**src/rtl/uart_rx_controller.sv**
```systemverilog
// UART receive sequencer: synchronises rx_serial, frames start/data/stop bits using
// pulses from an external baud counter, and holds each byte on a valid/ready register.
module uart_rx_controller #(
  parameter int DATA_WIDTH  = 8,
  parameter int SYNC_STAGES = 2,
  parameter int IDX_WIDTH   = 4
) (
  input  logic                  clk,
  input  logic                  reset,
  input  logic                  rx_serial,
  input  logic                  baud_clock_half_cycle_edge,
  input  logic                  baud_clock_full_cycle_edge,
  input  logic                  all_bits_done,
  output logic                  reset_counters,
  output logic [DATA_WIDTH-1:0] rx_data,
  output logic                  rx_valid,
  input  logic                  rx_ready,
  output logic                  framing_error,
  output logic                  overrun_error
);

  typedef enum logic [1:0] {IDLE, START, DATA, STOP} state_t;

  state_t                state_q, state_d;
  logic [SYNC_STAGES-1:0] sync_q;
  logic                  rx_s, rx_prev_q, start_det;
  logic [DATA_WIDTH-1:0] shift_q, shift_d;
  logic [IDX_WIDTH-1:0]  idx_q, idx_d;
  logic                  deliver, frame_bad;
  logic                  unused_full_edge;

  // End-of-bit pulse is only of interest to debug/statistics logic outside this block.
  assign unused_full_edge = baud_clock_full_cycle_edge;

  assign rx_s           = sync_q[SYNC_STAGES-1];
  assign start_det      = rx_prev_q & ~rx_s;
  assign reset_counters = (state_q == IDLE);

  // NOTE: sequential state uses non-blocking assignments so every flop samples pre-edge values.
  always_ff @(posedge clk or posedge reset) begin
    if (reset) begin
      sync_q    <= '1;
      rx_prev_q <= 1'b1;
      state_q   <= IDLE;
      shift_q   <= '0;
      idx_q     <= '0;
    end else begin
      sync_q    <= {sync_q[SYNC_STAGES-2:0], rx_serial};
      rx_prev_q <= rx_s;
      state_q   <= state_d;
      shift_q   <= shift_d;
      idx_q     <= idx_d;
    end
  end

  // NOTE: every combinational output gets a default first, so no path can infer a latch.
  always_comb begin
    state_d   = state_q;
    shift_d   = shift_q;
    idx_d     = idx_q;
    deliver   = 1'b0;
    frame_bad = 1'b0;
    unique case (state_q)
      IDLE: if (start_det) state_d = START;
      START: begin
        if (all_bits_done) begin
          state_d   = IDLE;
          frame_bad = 1'b1;
        end else if (baud_clock_half_cycle_edge) begin
          state_d = rx_s ? IDLE : DATA;
          idx_d   = '0;
        end
      end
      DATA: begin
        if (all_bits_done) begin
          state_d   = IDLE;
          frame_bad = 1'b1;
        end else if (baud_clock_half_cycle_edge) begin
          shift_d = {rx_s, shift_q[DATA_WIDTH-1:1]};
          idx_d   = idx_q + IDX_WIDTH'(1);
          if (idx_q == IDX_WIDTH'(DATA_WIDTH - 1)) state_d = STOP;
        end
      end
      STOP: begin
        // Timeout beats a coincident mid-bit sample; leaving mid-stop-bit re-arms for the next start.
        if (all_bits_done) begin
          state_d   = IDLE;
          frame_bad = 1'b1;
        end else if (baud_clock_half_cycle_edge) begin
          state_d   = IDLE;
          deliver   = rx_s;
          frame_bad = ~rx_s;
        end
      end
      default: state_d = IDLE;
    endcase
  end

  // Holding register: the shift register holds exactly the data bits after the start bit, LSB first.
  always_ff @(posedge clk or posedge reset) begin
    if (reset) begin
      rx_data       <= '0;
      rx_valid      <= 1'b0;
      framing_error <= 1'b0;
      overrun_error <= 1'b0;
    end else begin
      framing_error <= frame_bad;
      overrun_error <= deliver & rx_valid & ~rx_ready;
      if (deliver && (!rx_valid || rx_ready)) begin
        rx_data  <= shift_q;
        rx_valid <= 1'b1;
      end else if (rx_valid && rx_ready) begin
        rx_valid <= 1'b0;
      end
    end
  end

endmodule

```
**config.mk**
```make
export PLATFORM = sky130hd
export DESIGN_NAME = uart_rx_controller
export DESIGN_NICKNAME = d
export VERILOG_FILES = /design/src/rtl/uart_rx_controller.sv
export SDC_FILE = /design/constraint.sdc
export NUM_CORES = 1
export LEC_CHECK = 0
export ABC_AREA = 0
export CAP_MARGIN = 10
export CORE_UTILIZATION = 25
export DETAILED_ROUTE_END_ITERATION = 8
export HOLD_SLACK_MARGIN = 0.03
export MAX_ROUTING_LAYER = met4
export PLACE_DENSITY_LB_ADDON = 0.25
export RECOVER_POWER = 50
export SYNTH_ARGS = -nofsm -noshare
export SYNTH_HDL_FRONTEND = slang
export SYNTH_SLANG_ARGS = --single-unit
```
**constraint.sdc**
```tcl
create_clock -name clk -period 2 [get_ports clk]
set_clock_uncertainty 0.1 [all_clocks]
set_input_delay 0.4 -clock clk [delete_from_list [all_inputs] [get_ports clk]]
set_output_delay 0.4 -clock clk [all_outputs]
set_load 0.02 [all_outputs]
```
==> results by stage, run 1 <==
Global routing:
- The highest-utilization routing layer at the global route stage is met2.
- The number of antenna violations at the first check in global routing came to 0.
- The via count of the first global-routing pass is 800.
- In the global route stage, overall resource usage came out at 0.0921.
- The maximum number of pins on one net before global-route repair is 29.
- The met2 track demand over resource is 0.132.
- The met1 track demand over resource is 0.123.
- The met3 routing resource usage after global routing is 0.0236.
- The first global-routing pass estimated 3620 µm of wire.
- The overflow left after global routing is 0.

Clocking:
- The clock-pin slew on the worst setup and hold paths is 90 ps.
- The master cell of the clock root buffer is sky130_fd_sc_hd__clkbuf_8.
- The number of buffers created by CTS is 3.
- For this design, the CTS-stage hold fixing added 0 buffers.
- The clock reaches the later pin of the worst-skew pair after 270 ps.
- Post-CTS timing repair inserted 0 buffers for setup.
- The count of H-tree levels built during CTS is 1.
- The clock passes through at most 2 buffers.
- The tree built by TritonCTS fans out to 28 sinks.
- The TritonCTS clock tree is built.

Power:
- The standby leakage power is 0.000734 µW.
- Power spread over the standard cell area amounts to 933 nW/µm².
- The worst-case IR drop observed on VDD is 0.359 mV.

Synthesis:
- For this run, the number of Yosys warnings is 0.
- In this run the mean area of a mapped cell was 13.7 µm².
- The gate count of the mapped netlist is 90.
- Yosys attributes the largest share of cell area to sky130_fd_sc_hd__dfrtp_1 (51%), sky130_fd_sc_hd__mux2_2 (16%), sky130_fd_sc_hd__dfstp_2 (6.4%).
- The share of synthesized area occupied by flip-flops and latches is 0.573.
- The synthesis-stage register bit count is 28.
- Of the total synthesized cell area, the portion taken by AND, OR, NAND and NOR gates is 0.0978.
- The adder-cell share of the synthesized area is 0.0611.
- The distinct cell type count after synthesis is 25.
- The mapped netlist covers 1230 µm².
- The share of synthesized area in the top cell type comes to 0.509.
- Counting every net in the synthesized netlist gives 103.
- The main combinational cell family by area after synthesis is multiplexers.
- Of the total synthesized cell area, the portion taken by XOR and XNOR cells is 0.
- The largest total area in the synthesized netlist belongs to sky130_fd_sc_hd__dfrtp_1.
- The share of the synthesized area in compound gates (AO/OA/AOI/OAI) came to 0.0703.
- The portion of netlist area occupied by mux cells is 0.172.

Setup path:
- The kind of start point of the critical path is a flop.
- The worst register-to-register path has a setup slack of 100 ps.
- For the worst setup path, the data required time is 2090 ps.
- The reg-to-reg critical path startpoint is state_q[0].
- The start point of the critical path is state_q[0].
- The type of the worst setup path is flop to flop.
- The highest fanout seen on the critical path is 4.
- At the worst endpoint, the arrival time is 1990 ps.
- STA classifies the critical path endpoint as a flop.

Floorplan:
- The overall die width is 72.1 µm.
- The core area is 4720 µm².
- The floorplan has 25 rows.
- The die area is 5200 µm².
- The I/O pin count is 19.
- The starting utilization of the core area is 0.260.
- From bottom edge to top edge, the die measures 72.1 µm.

Timing:
- The number of failing hold endpoints at the final stage was 0.
- In the finished design, the share of the clock period the worst path needs comes to 0.950.
- The slew at the pin closest to its max-slew limit is 683 ps.
- The count of final max-slew check failures is 0.
- The final-report setup violation count is 0.
- The highest clock frequency the design can meet is 526 MHz.
- The relative slew slack is 0.544.
- The routed design could run at a clock period as short as 1900 ps.
- Final hold analysis gives a worst-case slack of 268 ps.
- The final worst setup slack is 99.1 ps.
- Setup repair after global routing left no endpoint under its margin.

Routing:
- The routed layout has 787 vias.
- The routed length per placed instance is 11.4 µm.
- The first routing iteration left 34 violations.
- The count of nets left with antenna violations once routing finished came out at 0.
- The wire length reported by the detailed router is 2110 µm.
- The mean number of vias per cell is 4.25.
- The DRC violations left is 0.
- The number of optimization iterations in the first detailed-route pass is 4.

Layout:
- The share of layout cells above drive strength 1 is 0.288.
- The number of antenna diodes in the final layout is 0.
- Measured on the finished design, the core utilization comes to 0.335.
- The number of non-filler instances in the completed layout is 185.
- The net count of the finished layout is 132.
- The top cell types in the final layout, fill and taps aside, are sky130_fd_sc_hd__dfrtp_1 (25), sky130_fd_sc_hd__mux2_2 (17), sky130_fd_sc_hd__clkdlybuf4s50_1 (13).
- Fill cells in the final layout number 485.
- The finished cells cover 1580 µm².
- From synthesis to final layout, the design area changed by 28.7%.
- The library cell used most frequently in the layout, excluding fill and tap cells, is sky130_fd_sc_hd__dfrtp_1.

Placement:
- The post-placement cell area is 1530 µm².
- The count of buffers added on input and output ports is 17.
- The total placed cells including tap cells is 181.
- Detailed placement ended at an HPWL of 1530 µm.
- The routability congestion estimate from global placement is 0.784.
- The worst setup slack after placement is -21.8 ps.

Worst hold path:
- The path type of the worst min-delay path is flop to flop.
- The startpoint identified for the worst hold timing path is sync_q[0].

Job:
- The max capacitance violation total is 0.

Run status:
- The run finished with clean final reports.
[state kept, by name (all words and copies together), names as in the netlist]
signal         cells
rx_prev_q          1
rx_data            8
shift_q            8
rx_valid           1
sync_q             2
overrun_error      1
idx_q              4
state_q            2
framing_error      1
[synth_stat cells]
library cell and number:
sky130_fd_sc_hd__dfrtp_1 25, sky130_fd_sc_hd__mux2_2 17, sky130_fd_sc_hd__ha_1 6, sky130_fd_sc_hd__nor2b_1 5, sky130_fd_sc_hd__o21ai_0 5, sky130_fd_sc_hd__inv_1 4
sky130_fd_sc_hd__dfstp_2 3, sky130_fd_sc_hd__nor2_1 3, sky130_fd_sc_hd__a22o_1 2, sky130_fd_sc_hd__mux2i_1 2, sky130_fd_sc_hd__nand2_1 2, sky130_fd_sc_hd__nand2b_1 2
sky130_fd_sc_hd__nand3b_1 2, sky130_fd_sc_hd__a21oi_1 1, sky130_fd_sc_hd__a222oi_1 1, sky130_fd_sc_hd__a32o_1 1, sky130_fd_sc_hd__buf_2 1, sky130_fd_sc_hd__buf_6 1
sky130_fd_sc_hd__nand3_1 1, sky130_fd_sc_hd__nand4b_1 1, sky130_fd_sc_hd__nor3b_1 1, sky130_fd_sc_hd__nor4bb_1 1, sky130_fd_sc_hd__o21a_1 1, sky130_fd_sc_hd__o32a_2 1
sky130_fd_sc_hd__or3_4 1
[power breakdown]
part | switching [µW] | leakage (µW) | internal [µW]
Sequential | 59.9 | 0.000375 | 642
Clock | 164 | 0.0000288 | 176
Combinational | 212 | 0.000330 | 222
[final cells by class]
type / instances / area [µm²] / share of cell area
well taps: 67 / 83.8 / 0.0530
clock buffers: 4 / 55.1 / 0.0348
flip-flops and latches: 28 / 704 / 0.445
inverters: 4 / 15.0 / 0.00949
repair buffers: 26 / 230 / 0.146
multi-input cells: 56 / 493 / 0.312
[per-layer routing]
metal | share of wire | routed length [µm] | up-vias
met5 | 0 | 0 | -
met3 | 0.036 | 75 | 4
li1 | - | - | 376
met2 | 0.44 | 930 | 14
met1 | 0.51 | 1080 | 393
met4 | 0.0090 | 19 | 0
[logic make-up after synthesis]
logic type | Yosys count
compound gates | 12
fa+ha+maj | 6
buf+inv | 6
flops | 28
mux | 19
simple gates | 19
[what timing repair did]
action                     in CTS  in global routing
setup endpoints to repair       1                  1
gates resized for setup         1                  1
pin swaps                       0                  1
[critical path, cell delays in order, from the launching register on]
cell,delay (ps)
sky130_fd_sc_hd__dfrtp_1,430
sky130_fd_sc_hd__inv_2,70
sky130_fd_sc_hd__ha_1,210
sky130_fd_sc_hd__or3_4,390
sky130_fd_sc_hd__a222oi_1,390
sky130_fd_sc_hd__mux2i_1,240
[metrics by stage]
stage               setup TNS (ps)  power, µW
floorplan                        0       1020
global placement              -331       1150
detailed placement           -88.8       1160
CTS                              0       1500
global route                     0       1570
finish                           0       1480
[worst paths after layout]
kind | end | cells past startpoint
setup / recovery | state_q[1] | 5
hold / removal | sync_q[1] | 0
setup reg to reg | state_q[1] | 5
hold reg to reg | sync_q[1] | 0
max in group asynchronous | framing_error | 3
min in group asynchronous | idx_q[0] | 3
(Power assumes the default switching activity.)
==> run 2: changes to the inputs <==
--- a/config.mk
+++ b/config.mk
@@ -5,7 +5,6 @@
 export SDC_FILE = /design/constraint.sdc
 export NUM_CORES = 1
 export LEC_CHECK = 0
-export ABC_AREA = 0
 export CAP_MARGIN = 10
 export CORE_UTILIZATION = 25
 export DETAILED_ROUTE_END_ITERATION = 8
==> results of run 2 <==
Same layout as run 1: the final DEF is identical, and so are final timing and power.
